## config.mk

```make
export PLATFORM = sky130hd
export DESIGN_NAME = vend_ctrl
export DESIGN_NICKNAME = d
export VERILOG_FILES = /design/src/rtl/vend_ctrl.sv
export SDC_FILE = /design/constraint.sdc
export NUM_CORES = 1
export LEC_CHECK = 0
export BUFFER_PORTS_ARGS = -buffer_cell sky130_fd_sc_hd__buf_4
export CELL_PAD_IN_SITES_DETAIL_PLACEMENT = 0
export CELL_PAD_IN_SITES_GLOBAL_PLACEMENT = 1
export CORE_MARGIN = 2
export CORE_UTILIZATION = 38
export CTS_BUF_LIST = sky130_fd_sc_hd__clkbuf_2 sky130_fd_sc_hd__clkbuf_4 sky130_fd_sc_hd__clkbuf_8
export DETAILED_ROUTE_END_ITERATION = 6
export PLACE_DENSITY_LB_ADDON = 0.1
export RECOVER_POWER = 25
export SLEW_MARGIN = 20
export SYNTH_ARGS = -nofsm -noshare
export SYNTH_HDL_FRONTEND = slang
export SYNTH_SLANG_ARGS = --single-unit
export TNS_END_PERCENT = 10
```

## constraint.sdc

```tcl
create_clock -name clk -period 13.4 [get_ports clk]
set_input_delay 0 -clock clk [delete_from_list [all_inputs] [get_ports clk]]
set_output_delay 0 -clock clk [all_outputs]
set_load 0.01 [all_outputs]
```

## src/rtl/vend_ctrl.sv

```systemverilog
// vend_ctrl -- vending machine sequencer.
//
// Accumulates inserted coins against the summed price of the selected
// products, fires a one-cycle vend strobe once the price is covered (or on an
// operator free-vend), then pays change out one coin at a time through a
// valid/ready handshake using the largest coin that fits.
//
// Ports
//   clk, rst      system clock, synchronous active-high reset
//   sel           product select switches (one bit per item)
//   price_tbl     packed per-item prices in cents, item i at [i*CW +: CW]
//   coin_stb      one-cycle coin-inserted strobe, value in coin_type
//   coin_type     0=5, 1=10, 2=25, 3=100 cents
//   credit_stb    one-cycle operator free-vend strobe
//   chg_ready     change dispenser accepts the offered coin
//   chg_valid     change coin offered, value in chg_type
//   chg_type      change coin value, same encoding as coin_type
//   coin_reject   one-cycle pulse: inserted coin returned
//   vend_stb      one-cycle dispense pulse
//   vend_sel      selection being dispensed, held until back in IDLE
//   due           amount still owed while paying
//   blink         display blink enable during change payout
//   state         current FSM state
//
// state  | meaning
// -------+----------------------------------------------------------
// IDLE   | nothing selected, paid cleared
// PAY    | accepting coins against the live price of sel
// VEND   | single cycle: dispense, compute change
// CHANGE | paying change out coin by coin, blink running

module vend_ctrl #(
    parameter int N_ITEMS     = 8,
    parameter int CW          = 11,
    parameter int TIMEOUT_CYC = 50_000_000,
    parameter int BLINK_CYC   = 25_000_000
) (
    input  logic                  clk,
    input  logic                  rst,
    input  logic [N_ITEMS-1:0]    sel,
    input  logic [N_ITEMS*CW-1:0] price_tbl,
    input  logic                  coin_stb,
    input  logic [1:0]            coin_type,
    input  logic                  credit_stb,
    input  logic                  chg_ready,
    output logic                  chg_valid,
    output logic [1:0]            chg_type,
    output logic                  coin_reject,
    output logic                  vend_stb,
    output logic [N_ITEMS-1:0]    vend_sel,
    output logic [CW-1:0]         due,
    output logic                  blink,
    output logic [1:0]            state
);

    localparam logic [1:0] S_IDLE   = 2'd0;
    localparam logic [1:0] S_PAY    = 2'd1;
    localparam logic [1:0] S_VEND   = 2'd2;
    localparam logic [1:0] S_CHANGE = 2'd3;

    localparam int AW = CW + $clog2(N_ITEMS);
    localparam int TW = (TIMEOUT_CYC > 1) ? $clog2(TIMEOUT_CYC) : 1;
    localparam int BW = (BLINK_CYC > 1) ? $clog2(BLINK_CYC) : 1;

    localparam logic [TW-1:0] TIMER_LOAD = TW'(TIMEOUT_CYC - 1);
    localparam logic [BW-1:0] BLINK_LAST = BW'(BLINK_CYC - 1);
    localparam logic [CW-1:0] CW_MAX     = {CW{1'b1}};
    localparam logic [CW-1:0] V5         = CW'(5);
    localparam logic [CW-1:0] V10        = CW'(10);
    localparam logic [CW-1:0] V25        = CW'(25);
    localparam logic [CW-1:0] V100       = CW'(100);

    function automatic logic [CW-1:0] coin_value(input logic [1:0] t);
        logic [CW-1:0] v;
        case (t)
            2'd0:    v = V5;
            2'd1:    v = V10;
            2'd2:    v = V25;
            default: v = V100;
        endcase
        return v;
    endfunction

    logic [1:0]         state_q, state_d;
    logic [CW-1:0]      paid_q, paid_d;
    logic [CW-1:0]      chg_q, chg_d;
    logic [CW-1:0]      price_lat_q, price_lat_d;
    logic [TW-1:0]      timer_q, timer_d;
    logic [N_ITEMS-1:0] vend_sel_q, vend_sel_d;
    logic               reject_q, reject_d;
    logic [BW-1:0]      blink_cnt;
    logic               blink_q;

    logic [AW-1:0]      price_sum;
    logic [CW-1:0]      price;
    logic [CW:0]        paid_sum;
    logic [CW-1:0]      paid_add;
    logic [1:0]         gtype;
    logic [CW-1:0]      chg_after;
    logic               coin_ok;

    // Live price of the current selection, saturated to CW bits.
    always_comb begin
        price_sum = '0;
        for (int i = 0; i < N_ITEMS; i++) begin
            if (sel[i]) begin
                price_sum = price_sum + AW'(price_tbl[i*CW +: CW]);
            end
        end
        price = (price_sum > AW'(CW_MAX)) ? CW_MAX : price_sum[CW-1:0];
    end

    assign paid_sum = {1'b0, paid_q} + {1'b0, coin_value(coin_type)};
    assign paid_add = paid_sum[CW] ? CW_MAX : paid_sum[CW-1:0];

    // Largest coin that fits in the remaining change.
    always_comb begin
        if (chg_q >= V100) begin
            gtype = 2'd3;
        end else if (chg_q >= V25) begin
            gtype = 2'd2;
        end else if (chg_q >= V10) begin
            gtype = 2'd1;
        end else begin
            gtype = 2'd0;
        end
    end

    assign chg_after = chg_q - coin_value(gtype);

    always_comb begin
        state_d     = state_q;
        paid_d      = paid_q;
        chg_d       = chg_q;
        price_lat_d = price_lat_q;
        timer_d     = timer_q;
        vend_sel_d  = vend_sel_q;
        reject_d    = 1'b0;
        coin_ok     = 1'b0;

        case (state_q)
            S_IDLE: begin
                if (sel != '0) begin
                    state_d = S_PAY;
                    timer_d = TIMER_LOAD;
                end
            end

            S_PAY: begin
                coin_ok  = coin_stb && !credit_stb && (sel != '0);
                reject_d = coin_stb && !coin_ok;
                if (coin_ok) begin
                    paid_d  = paid_add;
                    timer_d = TIMER_LOAD;
                end else if (timer_q != '0) begin
                    timer_d = timer_q - TW'(1);
                end

                if (credit_stb) begin
                    // Free vend: pretend exactly the price was paid so no
                    // change results; coins already in are kept.
                    state_d     = S_VEND;
                    paid_d      = price;
                    price_lat_d = price;
                    vend_sel_d  = sel;
                end else if (sel == '0) begin
                    state_d = (paid_q != '0) ? S_CHANGE : S_IDLE;
                    chg_d   = paid_q;
                end else if (paid_q >= price) begin
                    // A coin accepted this same cycle still lands in paid and
                    // is returned as change from VEND.
                    state_d     = S_VEND;
                    price_lat_d = price;
                    vend_sel_d  = sel;
                end else if (!coin_stb && timer_q == '0) begin
                    state_d = (paid_q != '0) ? S_CHANGE : S_IDLE;
                    chg_d   = paid_q;
                end
            end

            S_VEND: begin
                reject_d = coin_stb;
                chg_d    = paid_q - price_lat_q;
                state_d  = (paid_q > price_lat_q) ? S_CHANGE : S_IDLE;
            end

            default: begin
                reject_d = coin_stb;
                if (chg_q < V5) begin
                    state_d = S_IDLE;
                end else if (chg_ready) begin
                    chg_d = chg_after;
                    if (chg_after < V5) begin
                        state_d = S_IDLE;
                    end
                end
            end
        endcase

        if (state_d != S_PAY) begin
            timer_d = '0;
        end
        if (state_d == S_IDLE) begin
            paid_d     = '0;
            chg_d      = '0;
            vend_sel_d = '0;
        end
    end

    always_ff @(posedge clk) begin
        if (rst) begin
            state_q     <= S_IDLE;
            paid_q      <= '0;
            chg_q       <= '0;
            price_lat_q <= '0;
            timer_q     <= '0;
            vend_sel_q  <= '0;
            reject_q    <= 1'b0;
        end else begin
            state_q     <= state_d;
            paid_q      <= paid_d;
            chg_q       <= chg_d;
            price_lat_q <= price_lat_d;
            timer_q     <= timer_d;
            vend_sel_q  <= vend_sel_d;
            reject_q    <= reject_d;
        end
    end

    // Blink counter is cleared on the edge that leaves CHANGE so blink never
    // lingers into IDLE; it starts counting from the first CHANGE cycle.
    always_ff @(posedge clk) begin
        if (rst || state_d != S_CHANGE) begin
            blink_cnt <= '0;
            blink_q   <= 1'b0;
        end else if (state_q == S_CHANGE) begin
            if (blink_cnt == BLINK_LAST) begin
                blink_cnt <= '0;
                blink_q   <= ~blink_q;
            end else begin
                blink_cnt <= blink_cnt + BW'(1);
            end
        end
    end

    assign state       = state_q;
    assign vend_stb    = (state_q == S_VEND);
    assign vend_sel    = vend_sel_q;
    assign coin_reject = reject_q;
    assign chg_valid   = (state_q == S_CHANGE) && (chg_q >= V5);
    assign chg_type    = chg_valid ? gtype : 2'd0;
    assign due         = (state_q == S_PAY && price > paid_q) ? (price - paid_q) : '0;
    assign blink       = blink_q;

endmodule
```

==> out/summary.log, run 1 <==
INFO  clocking       cts-buffers-inserted=9
INFO  sta            worst-slew-pin-transition=0.8137ns
INFO  placement      detailed_place.area=12,650µm²
INFO  sta            final_min_period_over_clock_period=0.9046
INFO  placement      post_placement_setup_slack=0.5179ns
INFO  final_layout   insertedDiodeCount=0
INFO  hold_path      min_path_type=in2reg
INFO  die            initial_core_util=0.3841
INFO  sta            fin_ws=1.279ns
INFO  setup_path     worst-setup-path-type=in2reg
INFO  route          wl_per_cell=16.37µm
INFO  setup_path     worst_r2r_path_depth=22
INFO  global_route   grt_most_used_layer=met2
INFO  final_layout   syn2layout_area_growth=12.96%
INFO  pwr            cell_internal_pwr=0.001550W
INFO  sta            slew-limit-headroom=0.4435
INFO  yosys          post_synth_top_flop=dfxtp_1
INFO  global_route   met3_demand_to_capacity_share_in_global_routing=0.02642
INFO  setup_path     biggest_cell_delay_along_the_critical_path=0.58ns
INFO  pwr            share_clk_of_total_power=0.059
INFO  yosys          synthesis.area_per_instance=7.544µm²
INFO  clocking       cts_post_setup_buffers_inserted=0
INFO  sta            fin_tns_setup=0ns
INFO  pwr            power_frac_seq=0.133
INFO  final_layout   finish.cell_count_without_fillers=2,003
INFO  final_layout   final_net_count=1,849
INFO  final_layout   drive_above_1_share=0.1159
INFO  yosys          ys_types=90
INFO  route          remaining_drc_errors=0
INFO  pwr            finalPower=0.003333W
INFO  pwr            vdd_drop_max=223.9µV
INFO  global_route   grt_pass1_vias=10.47k
INFO  yosys          asyncSetResetFlopFracSynth=0
INFO  global_route   use_met1=0.3004
INFO  global_route   grt_remaining_overflow=0
INFO  die            ios=130
INFO  final_layout   layout_common_cells=nor2_1 (169), ha_1 (127), buf_4 (117), nand2_1 (115), inv_1 (115)
INFO  setup_path     worstSetupEndpointType=register
INFO  sta            rsz_0062_raised_after_global_routing=false
INFO  route          total_number_of_vias=10.89k
INFO  setup_path     worstPathMaxFanout=28
INFO  setup_path     path_common_cell=ha_1
INFO  clocking       htreeDepth=3
INFO  global_route   grt.total_usage=0.2111
INFO  die            dieWidth=176.9µm
INFO  pwr            comb_power_share=0.808
INFO  hold_path      worstHoldPathCells=3
INFO  sta            setup_viol_count_final=0
INFO  setup_path     cp_data_arrival_time=12.45ns
INFO  run            max_cap_viol_count=0
INFO  yosys          mappedNetlistNets=1,746
INFO  sta            maxClockFrequency=0.08250GHz
INFO  pwr            pwr_density_cell=259.9nW/µm²
INFO  setup_path     critical_path.slowest_cell=or4_1
INFO  route          routed_via_density=5.437
INFO  die            core.rowCount=63
INFO  global_route   antenna_found_initial=0
INFO  clocking       clock_transition_at_path_regs=0.11ns
INFO  yosys          ys_warn_count=0
INFO  yosys          syn-instance-count=1,505
INFO  yosys          yosys_register_bits=96
INFO  status         run_status=finished, final reports clean
INFO  pwr            power.static_leakage=5.456nW
INFO  final_layout   fillCellCount=3,130
INFO  placement      finalWeightedCongestion=0.8538
INFO  clocking       tritoncts=done
INFO  global_route   grt_start_max_net_pins=29
INFO  yosys          syn_area=11,350µm²
INFO  setup_path     critical_path.startpoint_type=input port
INFO  route          firstDrtPassIters=6
INFO  clocking       worstSkewPairLatency=0.40ns
INFO  route          first_iter_violations=562
INFO  clocking       clock-root-buffer=clkbuf_8
INFO  sta            finalClockSkew=0.01585ns
INFO  global_route   use_met2=0.3434
INFO  die            die_h=176.9µm
INFO  final_layout   final_cell_area=12,820µm²
INFO  die            die_area=31,280µm²
INFO  pwr            netSwitchingFraction=0.5351
INFO  global_route   grt_pass1_wl=53,680µm
INFO  die            core_region_area=29,560µm²
INFO  pwr            p_sw=0.001784W
INFO  clocking       clock_path_buffers=2
INFO  clocking       cts_sinks=96
INFO  final_layout   layout_commonest_cell=nor2_1
INFO  placement      numPlacedInstances=1,984
INFO  route          antenna_left=0
INFO  yosys          synth_edf_count=0
INFO  placement      dp_hpwl=26,170µm
INFO  yosys          sequential_to_total_area_share_from_yosys_stat=0.1693
INFO  sta            final_hold_vio_count=0
INFO  placement      place.port_buffers=129
INFO  route          drt_wl_total=32,780µm
INFO  sta            slew_violations=0
INFO  setup_path     crit_required=13.73ns
INFO  sta            min_period=12.12ns
final cells by class:
class,instances,area [µm²],share of cell area
Tap cell,390,488.0,0.03805
Sequential cell,96,1922,0.1499
Inverter,117,441.7,0.03444
Clock inverter,7,77.57,0.006049
Multi-Input combinational cell,1246,8796,0.6859
Timing Repair Buffer,138,975.9,0.07610
Clock buffer,9,123.9,0.009659
worst max-delay path, delay by kind of cell:
family                     cells  cell delay, ns
xor gates and xnor gates       5            0.65
adders and majority gates      9            2.71
buffers and inverters          6            0.74
muxes                          1            0.34
AOI/OAI and AO/OA             27            5.28
and+or+nand+nor               14            2.70
repair_timing:
| action | in CTS | in global routing |
|---|---|---|
| setup endpoints to repair | 0 | 36 |
| resized for setup | 0 | 3 |
| hold buffers | 3 | 0 |
| endpoints found under the hold margin | 15 | 0 |
metrics by stage:
step / utilization / hold slack, ns
2_1_floorplan: - / 0.07214
3_3_place_gp: 0.4279 / 0.3217
3_5_place_dp: 0.4279 / 0.3239
4_1_cts: 0.4358 / 0.002307
5_1_grt: 0.4339 / 0.03402
6_report: 0.4339 / 0.01698
sequential cells by signal, summed over array words and instances, names as in the netlist:
name         count
state            2
timer_q         26
blink_cnt       25
price_lat_q     11
vend_sel         8
chg_q           11
coin_reject      1
paid_q          11
blink            1
path summary, 6_finish.rpt:
path,from,to,slack (ns)
hold reg to reg,timer_q[16],timer_q[16],0.49
hold / removal,sel[7],vend_sel[7],0.02
setup / recovery,sel[0],paid_q[5],1.28
setup reg to reg,chg_q[8],paid_q[5],8.72
synth_stat cells, types with 6 or more instances:
master | instances | area [µm²]
o31ai_1 | 8 | 60.06
a221oi_1 | 9 | 78.83
nor4_1 | 10 | 62.56
o21ai_1 | 8 | 40.04
o21a_1 | 32 | 240.2
nand2_1 | 115 | 431.7
a211oi_1 | 17 | 127.6
o21ai_0 | 81 | 405.4
nand4_1 | 17 | 106.4
a31oi_1 | 15 | 93.84
mux2i_1 | 27 | 270.3
xor2_1 | 45 | 394.1
or2_2 | 7 | 43.79
xnor2_1 | 67 | 586.8
dfxtp_1 | 96 | 1922
a22oi_1 | 11 | 82.58
fa_1 | 11 | 220.2
clkbuf_1 | 35 | 131.4
nor2_1 | 170 | 638.1
and2_1 | 15 | 93.84
nand3b_1 | 6 | 45.04
nor3_1 | 28 | 140.1
ha_1 | 127 | 1589
a21o_1 | 42 | 315.3
a21oi_1 | 114 | 570.6
or3_1 | 6 | 37.54
or4_1 | 6 | 45.04
o22ai_1 | 7 | 43.79
nand3_1 | 40 | 200.2
inv_1 | 115 | 431.7
nand2b_1 | 21 | 131.4
a311oi_1 | 16 | 140.1
nor2b_1 | 18 | 112.6
mux2_2 | 20 | 225.2
o211ai_1 | 8 | 60.06
and3_1 | 18 | 112.6
o21bai_1 | 14 | 105.1
per-layer routing:
metal,vias to the layer above,share of wire
met2,214,0.44
met1,4992,0.51
met3,22,0.035
met4,0,0.013
li1,5663,-
met5,-,0
power by group through the flow:
stage	logic, W	clock network [W]	registers [W]
final	0.00269	0.000197	0.000445
after global routing	0.00305	0.000215	0.000456
after CTS	0.00271	0.000204	0.000445
after detailed placement	0.00269	0	0.000451
after global placement	0.00269	0	0.000451
after floorplan	0.00209	0	0.000415
kinds of logic (layout without fill, tap and decap cells):
group / count (synthesis) / after routing / share of synthesized area
AND/OR/NAND/NOR: 493 / 493 / 0.2086
buffers and inverters: 163 / 271 / 0.05720
adder cells (fa/ha/maj): 138 / 138 / 0.1594
multiplexers: 47 / 47 / 0.04364
flip-flops: 96 / 96 / 0.1693
XOR/XNOR: 115 / 115 / 0.09136
AO/OA/AOI/OAI: 453 / 453 / 0.2706
No activity file was read; power rests on OpenSTA's default activity.
==> inputs of run 2 (changes only) <==
Clock period 13.4 ns to 11.7 ns, I/O delays scaled along.
==> run 2 against run 1 <==
Core utilization increased by 1.2 points; critical path depth increased by 1; total power increased by 20%; routed wire length about the same; setup slack got worse by 0.58 ns; clock power increased by 22%; register-to-register slack got worse by 1.6 ns; sequential power increased by 12%; clock-buffer cell count unchanged; hold slack improved by 0.026 ns; via count increased by 1.2%; critical endpoint is now paid_q[9]; largest cell class unchanged; largest power group unchanged.
==> out/summary.log, run 2 (synthesis gave the netlist of run 1 again) <==
INFO  run            max_cap_viol_count=0 [unchanged]
INFO  setup_path     worst-setup-path-type=in2reg
INFO  final_layout   drive_above_1_share=0.1448 [+0.02884]
INFO  route          remaining_drc_errors=0 [unchanged]
INFO  pwr            pwr_density_cell=303.2nW/µm² [+17%]
INFO  setup_path     worstPathMaxFanout=8 [-71%]
INFO  final_layout   flip_flop_count_of_the_largest_register_all_copies_and_words_added=26 [unchanged]
INFO  clocking       cts_sinks=96 [unchanged]
INFO  die            die_area=31,280µm² [unchanged]
INFO  pwr            finalPower=0.003994W [+20%]
INFO  die            core_region_area=29,560µm² [unchanged]
INFO  final_layout   syn2layout_area_growth=16.03%
INFO  placement      finalWeightedCongestion=0.8662 [+1.5%]
INFO  pwr            vdd_drop_max=182.6µV [-18%]
INFO  sta            final_min_period_over_clock_period=0.9401
INFO  sta            maxClockFrequency=0.09091GHz
INFO  clocking       clock_path_buffers=2 [unchanged]
INFO  sta            worst-slew-pin-transition=0.8779ns [+0.06416 ns]
INFO  die            core.rowCount=63 [unchanged]
INFO  hold_path      min_path_type=in2reg
INFO  setup_path     path_common_cell=a21oi_1
INFO  final_layout   layout_common_cells=nor2_1 (167), buf_4 (137), ha_1 (123), inv_1 (115), nand2_1 (114)
INFO  clocking       tritoncts=done
INFO  sta            slew-limit-headroom=0.3996 [-0.04388]
INFO  final_layout   layout_commonest_cell=nor2_1
INFO  final_layout   finish.cell_count_without_fillers=2,027 [+1.2%]
INFO  route          total_number_of_vias=11.02k [+1.2%]
INFO  setup_path     critical_path.startpoint_type=input port
INFO  final_layout   largest-register=timer_q
INFO  final_layout   insertedDiodeCount=0 [unchanged]
INFO  route          wl_per_cell=16.19µm [-1.1%]
INFO  final_layout   final_cell_area=13,170µm² [+2.7%]
INFO  clocking       clock_transition_at_path_regs=0.11ns [about the same]
INFO  clocking       cts-buffers-inserted=9 [unchanged]
INFO  route          drt_wl_total=32,810µm [about the same]
INFO  pwr            power.static_leakage=5.613nW [+2.9%]
INFO  sta            final_hold_vio_count=0 [unchanged]
INFO  setup_path     biggest_cell_delay_along_the_critical_path=0.53ns [-0.05 ns]
INFO  sta            finalClockSkew=0.01415ns [-0.001699 ns]
INFO  setup_path     cp_data_arrival_time=11.31ns [-1.14 ns]
INFO  placement      numPlacedInstances=1,998 [+0.71%]
INFO  sta            slew_violations=0 [unchanged]
INFO  clocking       htreeDepth=3 [unchanged]
INFO  final_layout   biggestRegsByFlops=timer_q x26, blink_cnt x25
INFO  global_route   grt_pass1_wl=53,270µm [-0.76%]
INFO  die            die_h=176.9µm [unchanged]
INFO  route          firstDrtPassIters=5 [-1]
INFO  clocking       worstSkewPairLatency=0.39ns [about the same]
INFO  route          first_iter_violations=612 [+8.9%]
INFO  route          routed_via_density=5.436 [about the same]
INFO  global_route   grt_pass1_vias=10.49k [+0.18%]
INFO  die            initial_core_util=0.3841 [unchanged]
INFO  setup_path     worstSetupEndpointType=register
INFO  clocking       clock-root-buffer=clkbuf_8
INFO  global_route   antenna_found_initial=0 [unchanged]
INFO  setup_path     crit_required=12.01ns [-1.72 ns]
INFO  status         run_status=finished, final reports clean
INFO  global_route   grt_remaining_overflow=0 [unchanged]
INFO  die            dieWidth=176.9µm [unchanged]
INFO  global_route   grt.total_usage=0.2089 [-0.002165]
INFO  die            ios=130 [unchanged]
INFO  placement      detailed_place.area=12,770µm² [+0.93%]
INFO  route          antenna_left=0 [unchanged]
INFO  sta            setup_viol_count_final=0 [unchanged]
INFO  global_route   grt_start_max_net_pins=31 [+6.9%]
INFO  final_layout   final_net_count=1,873 [+1.3%]
INFO  setup_path     critical_path.slowest_cell=or4_1
INFO  placement      dp_hpwl=26,180µm [about the same]
INFO  sta            min_period=11.00ns
INFO  placement      place.port_buffers=129 [unchanged]
## run 2: cell count changes in the layout (fill, tap and decap cells not counted), moves of 3 or more
cell and delta:
buf_6 +3, a21oi_1 -5, ha_1 -4, o21ai_0 -5, o21ai_2 +3, buf_4 +20
a21oi_2 +5
## run 2: worst paths after layout
kind                            slack (ns)    startpoint  cells past startpoint     endpoint
worst max-delay path                  0.70  price_tbl[0]                     63    paid_q[9]
worst max register to register        7.17      chg_q[8]                     22    paid_q[9]
worst min register to register        0.49   timer_q[16]                      2  timer_q[16]
worst min-delay path                  0.04        sel[3]                      3  vend_sel[3]
## run 2: cell type report
cell class | count | area (µm²)
Fill cell | 3067 | 16390
Multi-Input combinational cell | 1246 | 8925
Sequential cell | 96 | 1922
Timing Repair Buffer | 162 | 1187
Tap cell | 390 | 488.0
Inverter | 117 | 441.7
Clock buffer | 9 | 123.9
Clock inverter | 7 | 86.33
## run 2: critical path: cells and delay by family
family / cells / cell delay [ns]
mux: 1 / 0.29
simple gates: 15 / 2.62
xor+xnor: 3 / 0.33
compound gates: 31 / 4.71
buf+inv: 4 / 0.60
fa+ha+maj: 9 / 2.74
## run 2: per-stage QoR
step	utilization	hold slack [ns]	TNS, ns	worst slack, ns
after global placement	0.4319	0.3236	0	0.1161
after global routing	0.4457	0.05954	-0.1297	-0.06906
after detailed placement	0.4319	0.3216	-1.806	-0.1216
after floorplan	-	0.07214	0	0.7848
after CTS	0.4404	0.01988	0	0.2432
final	0.4457	0.04323	0	0.7006
## run 2: metal layers
| layer | vias up | track usage | part of all wire |
|---|---|---|---|
| li1 | 5711 | - | - |
| met1 | 5101 | 0.3004 | 0.51 |
| met2 | 186 | 0.3372 | 0.44 |
| met3 | 20 | 0.02470 | 0.033 |
| met4 | 0 | 0.03753 | 0.012 |
| met5 | - | 0 | 0 |
## run 2: what timing repair did
| item | 4_1_cts | 5_1_grt |
|---|---|---|
| gates resized for setup | 0 | 38 |
| hold endpoints to repair | 16 | 0 |
| endpoints found under the setup margin | 0 | 105 |
| buffers inserted | 0 | 8 |
| hold buffers | 4 | 0 |
## run 2: power breakdown
group / switching (W) / internal, W / total [W] / leakage, nW
Sequential: 0.0000941 / 0.000403 / 0.000497 / 0.781
Combinational: 0.00187 / 0.00139 / 0.00326 / 4.73
Clock: 0.000138 / 0.000104 / 0.000241 / 0.104
Total: 0.00210 / 0.00190 / 0.00399 / 5.61
==> inputs of run 3 (changes only) <==
Settings changed: CORE_UTILIZATION 38 to 45.
==> run 3 against run 2 <==
Register-to-register slack hardly changed; non-clock buffer count is 9 lower; total power is 2.5% lower; global-route usage is 2.5 points higher; die area is 15% lower; critical endpoint is now paid_q[6]; highest routed layer unchanged.
==> out/summary.log, run 3 (synthesis gave the netlist of run 1 again) <==
INFO  setup_path     regToRegEndpoint=paid_q[6]
INFO  die            core_region_area=24,960µm² [-16%]
INFO  final_layout   final_util=0.5188 [+0.07317]
INFO  sta            worst-slew-pin-transition=0.8097ns [-0.06816 ns]
INFO  setup_path     worst_r2r_path_depth=22 [unchanged]
INFO  global_route   use_met2=0.3839 [+0.04662]
INFO  sta            final_hold_vio_count=0 [unchanged]
INFO  pwr            power.static_leakage=5.550nW [-1.1%]
INFO  clocking       cts_sinks=96 [unchanged]
INFO  route          drt_wl_total=31,460µm [-4.1%]
INFO  die            die_h=162.8µm [-7.9%]
INFO  die            ios=130 [unchanged]
INFO  setup_path     critical_path.slowest_cell=or4_1
INFO  final_layout   flip_flop_count_of_the_largest_register_all_copies_and_words_added=26 [unchanged]
INFO  global_route   grt_start_max_net_pins=31 [unchanged]
INFO  sta            finalClockSkew=0.01203ns [-0.002128 ns]
INFO  global_route   use_met1=0.3287 [+0.02827]
INFO  final_layout   largest-register=timer_q
INFO  route          total_number_of_vias=10.95k [-0.64%]
INFO  pwr            vdd_drop_max=234.7µV [+28%]
INFO  route          routed_via_density=5.591 [+2.9%]
INFO  pwr            pwr_density_cell=300.6nW/µm² [-0.87%]
INFO  final_layout   drive_above_1_share=0.1351 [-0.009642]
INFO  sta            slew_violations=0 [unchanged]
INFO  setup_path     reg2reg_slack=7.18ns [about the same]
INFO  status         run_status=finished, final reports clean
INFO  setup_path     critical_path.startpoint_type=input port
INFO  die            dieWidth=162.8µm [-7.9%]
INFO  setup_path     worstPathMaxFanout=11 [+3]
INFO  global_route   grt_most_used_layer=met2
INFO  setup_path     worstSetupEndpointType=register
INFO  clocking       cts-buffers-inserted=9 [unchanged]
INFO  route          remaining_drc_errors=0 [unchanged]
INFO  setup_path     worst-setup-path-type=in2reg
INFO  global_route   grt_pass1_wl=50,870µm [-4.5%]
INFO  sta            setup_viol_count_final=0 [unchanged]
INFO  placement      dp_hpwl=24,930µm [-4.8%]
INFO  placement      finalWeightedCongestion=0.8838 [+2.0%]
INFO  setup_path     critPathCapture=paid_q[6]
INFO  setup_path     cp_data_arrival_time=11.32ns [about the same]
INFO  clocking       clock_transition_at_path_regs=0.09ns [-0.02 ns]
INFO  clocking       worstSkewPairLatency=0.38ns [about the same]
INFO  final_layout   layout_commonest_cell=nor2_1
INFO  run            max_cap_viol_count=0 [unchanged]
INFO  clocking       tritoncts=done
INFO  final_layout   final_net_count=1,864 [-0.48%]
INFO  global_route   grt_pass1_vias=10.28k [-2.0%]
INFO  placement      place.port_buffers=129 [unchanged]
INFO  sta            fin_tns_setup=0ns [unchanged]
INFO  die            initial_core_util=0.4548 [+0.07071]
INFO  setup_path     worst_r2r_startpoint=chg_q[8]
INFO  setup_path     biggest_cell_delay_along_the_critical_path=0.53ns [about the same]
INFO  route          firstDrtPassIters=5 [unchanged]
INFO  route          wl_per_cell=16.07µm [-0.74%]
INFO  setup_path     setup.worst_path.start=sel[0]
INFO  final_layout   syn2layout_area_growth=14.08%
INFO  global_route   grt_remaining_overflow=0 [unchanged]
INFO  final_layout   area_of_the_multi_input_gates=8895µm² [-0.34%]
INFO  final_layout   regArea=1922µm² [unchanged]
INFO  sta            hold_slack=0.02522ns [-0.01800 ns]
INFO  final_layout   insertedDiodeCount=0 [unchanged]
INFO  route          first_iter_violations=720 [+18%]
INFO  hold_path      min_path_type=in2reg
INFO  global_route   grt.total_usage=0.2337 [+0.02473]
INFO  die            die_area=26,520µm² [-15%]
INFO  sta            slew-limit-headroom=0.4462 [+0.04661]
INFO  global_route   antenna_found_initial=0 [unchanged]
INFO  die            core.rowCount=58 [-7.9%]
INFO  sta            min_period=11.02ns [+0.01573 ns]
INFO  sta            maxClockFrequency=0.09078GHz [-0.14%]
INFO  global_route   met3_demand_to_capacity_share_in_global_routing=0.03183 [+0.007132]
INFO  sta            final_min_period_over_clock_period=0.9415 [+0.001344]
INFO  route          antenna_left=0 [unchanged]
INFO  final_layout   layout_common_cells=nor2_1 (170), buf_4 (132), ha_1 (125), nand2_1 (115), inv_1 (115)
INFO  clocking       htreeDepth=3 [unchanged]
INFO  clocking       clock_path_buffers=2 [unchanged]
INFO  setup_path     crit_required=12.00ns [about the same]
INFO  placement      post_placement_setup_slack=-0.1251ns [-0.003511 ns]
INFO  sta            fin_ws=0.6849ns [-0.01573 ns]
INFO  clocking       clock-root-buffer=clkbuf_8
INFO  final_layout   biggestRegsByFlops=timer_q x26, blink_cnt x25
INFO  final_layout   fillCellCount=2,526 [-18%]
## run 3: cell types whose count changed in the layout (fill, tap and decap cells not counted), sizes merged
cell,before,now
bufinv,1,0
clkinv,2,3
dlygate4sd3,4,3
buf,142,133
clkinvlp,1,2
clkbuf,25,27
inv,120,118
## run 3: layout make-up
type,count,share of cell area
Timing Repair Buffer,153,0.08472
Inverter,117,0.03410
Clock inverter,6,0.004057
Sequential cell,96,0.1484
Tap cell,330,0.03188
Multi-Input combinational cell,1246,0.6867
Clock buffer,10,0.01014
## run 3: per-layer routing
layer  wire [µm]  part of all wire  up-vias
met1       15850              0.50     5057
met2       14220              0.45      195
met5           0                 0        -
li1            -                 -     5677
met3        1016             0.032       19
met4         377             0.012        0
## run 3: worst min path at each step
stage / to / from / slack, ns / cells after the start
detailed placement: price_lat_q[5] / rst / 0.32 / 2
finish: vend_sel[0] / sel[0] / 0.03 / 4
global placement: price_lat_q[8] / rst / 0.32 / 2
floorplan: price_lat_q[0] / rst / 0.07 / 1
CTS: vend_sel[0] / sel[0] / 0.02 / 4
global route: vend_sel[3] / sel[3] / 0.05 / 3
## run 3: what timing repair did
action / in CTS / in global routing
hold buffers: 3 / 0
buffers inserted: 0 / 5
endpoints found under the setup margin: 0 / 105
endpoints found under the hold margin: 15 / 0
resized for setup: 0 / 27
## run 3: stage by stage
stage	cell area, µm²	power (W)	cells
2_1_floorplan	11350	0.002866	1505
3_5_place_dp	12650	0.003599	1934
5_1_grt	12950	0.004310	1958
3_3_place_gp	12650	0.003587	1934
6_report	12950	0.003893	1958
4_1_cts	12860	0.003838	1953
## run 3: where the power goes
part / total (W) / internal, W / switching [W]
Clock: 0.000213 / 0.0000828 / 0.000131
Combinational: 0.00318 / 0.00135 / 0.00184
Sequential: 0.000496 / 0.000403 / 0.0000927
Total: 0.00389 / 0.00183 / 0.00206
## run 3: critical path, delay by kind of cell
kind	cells	cell delay, ns
multiplexers	1	0.29
AND/OR/NAND/NOR	17	2.77
adder cells (fa/ha/maj)	9	2.67
AO/OA/AOI/OAI	29	4.62
buffers and inverters	4	0.62
XOR/XNOR	3	0.31
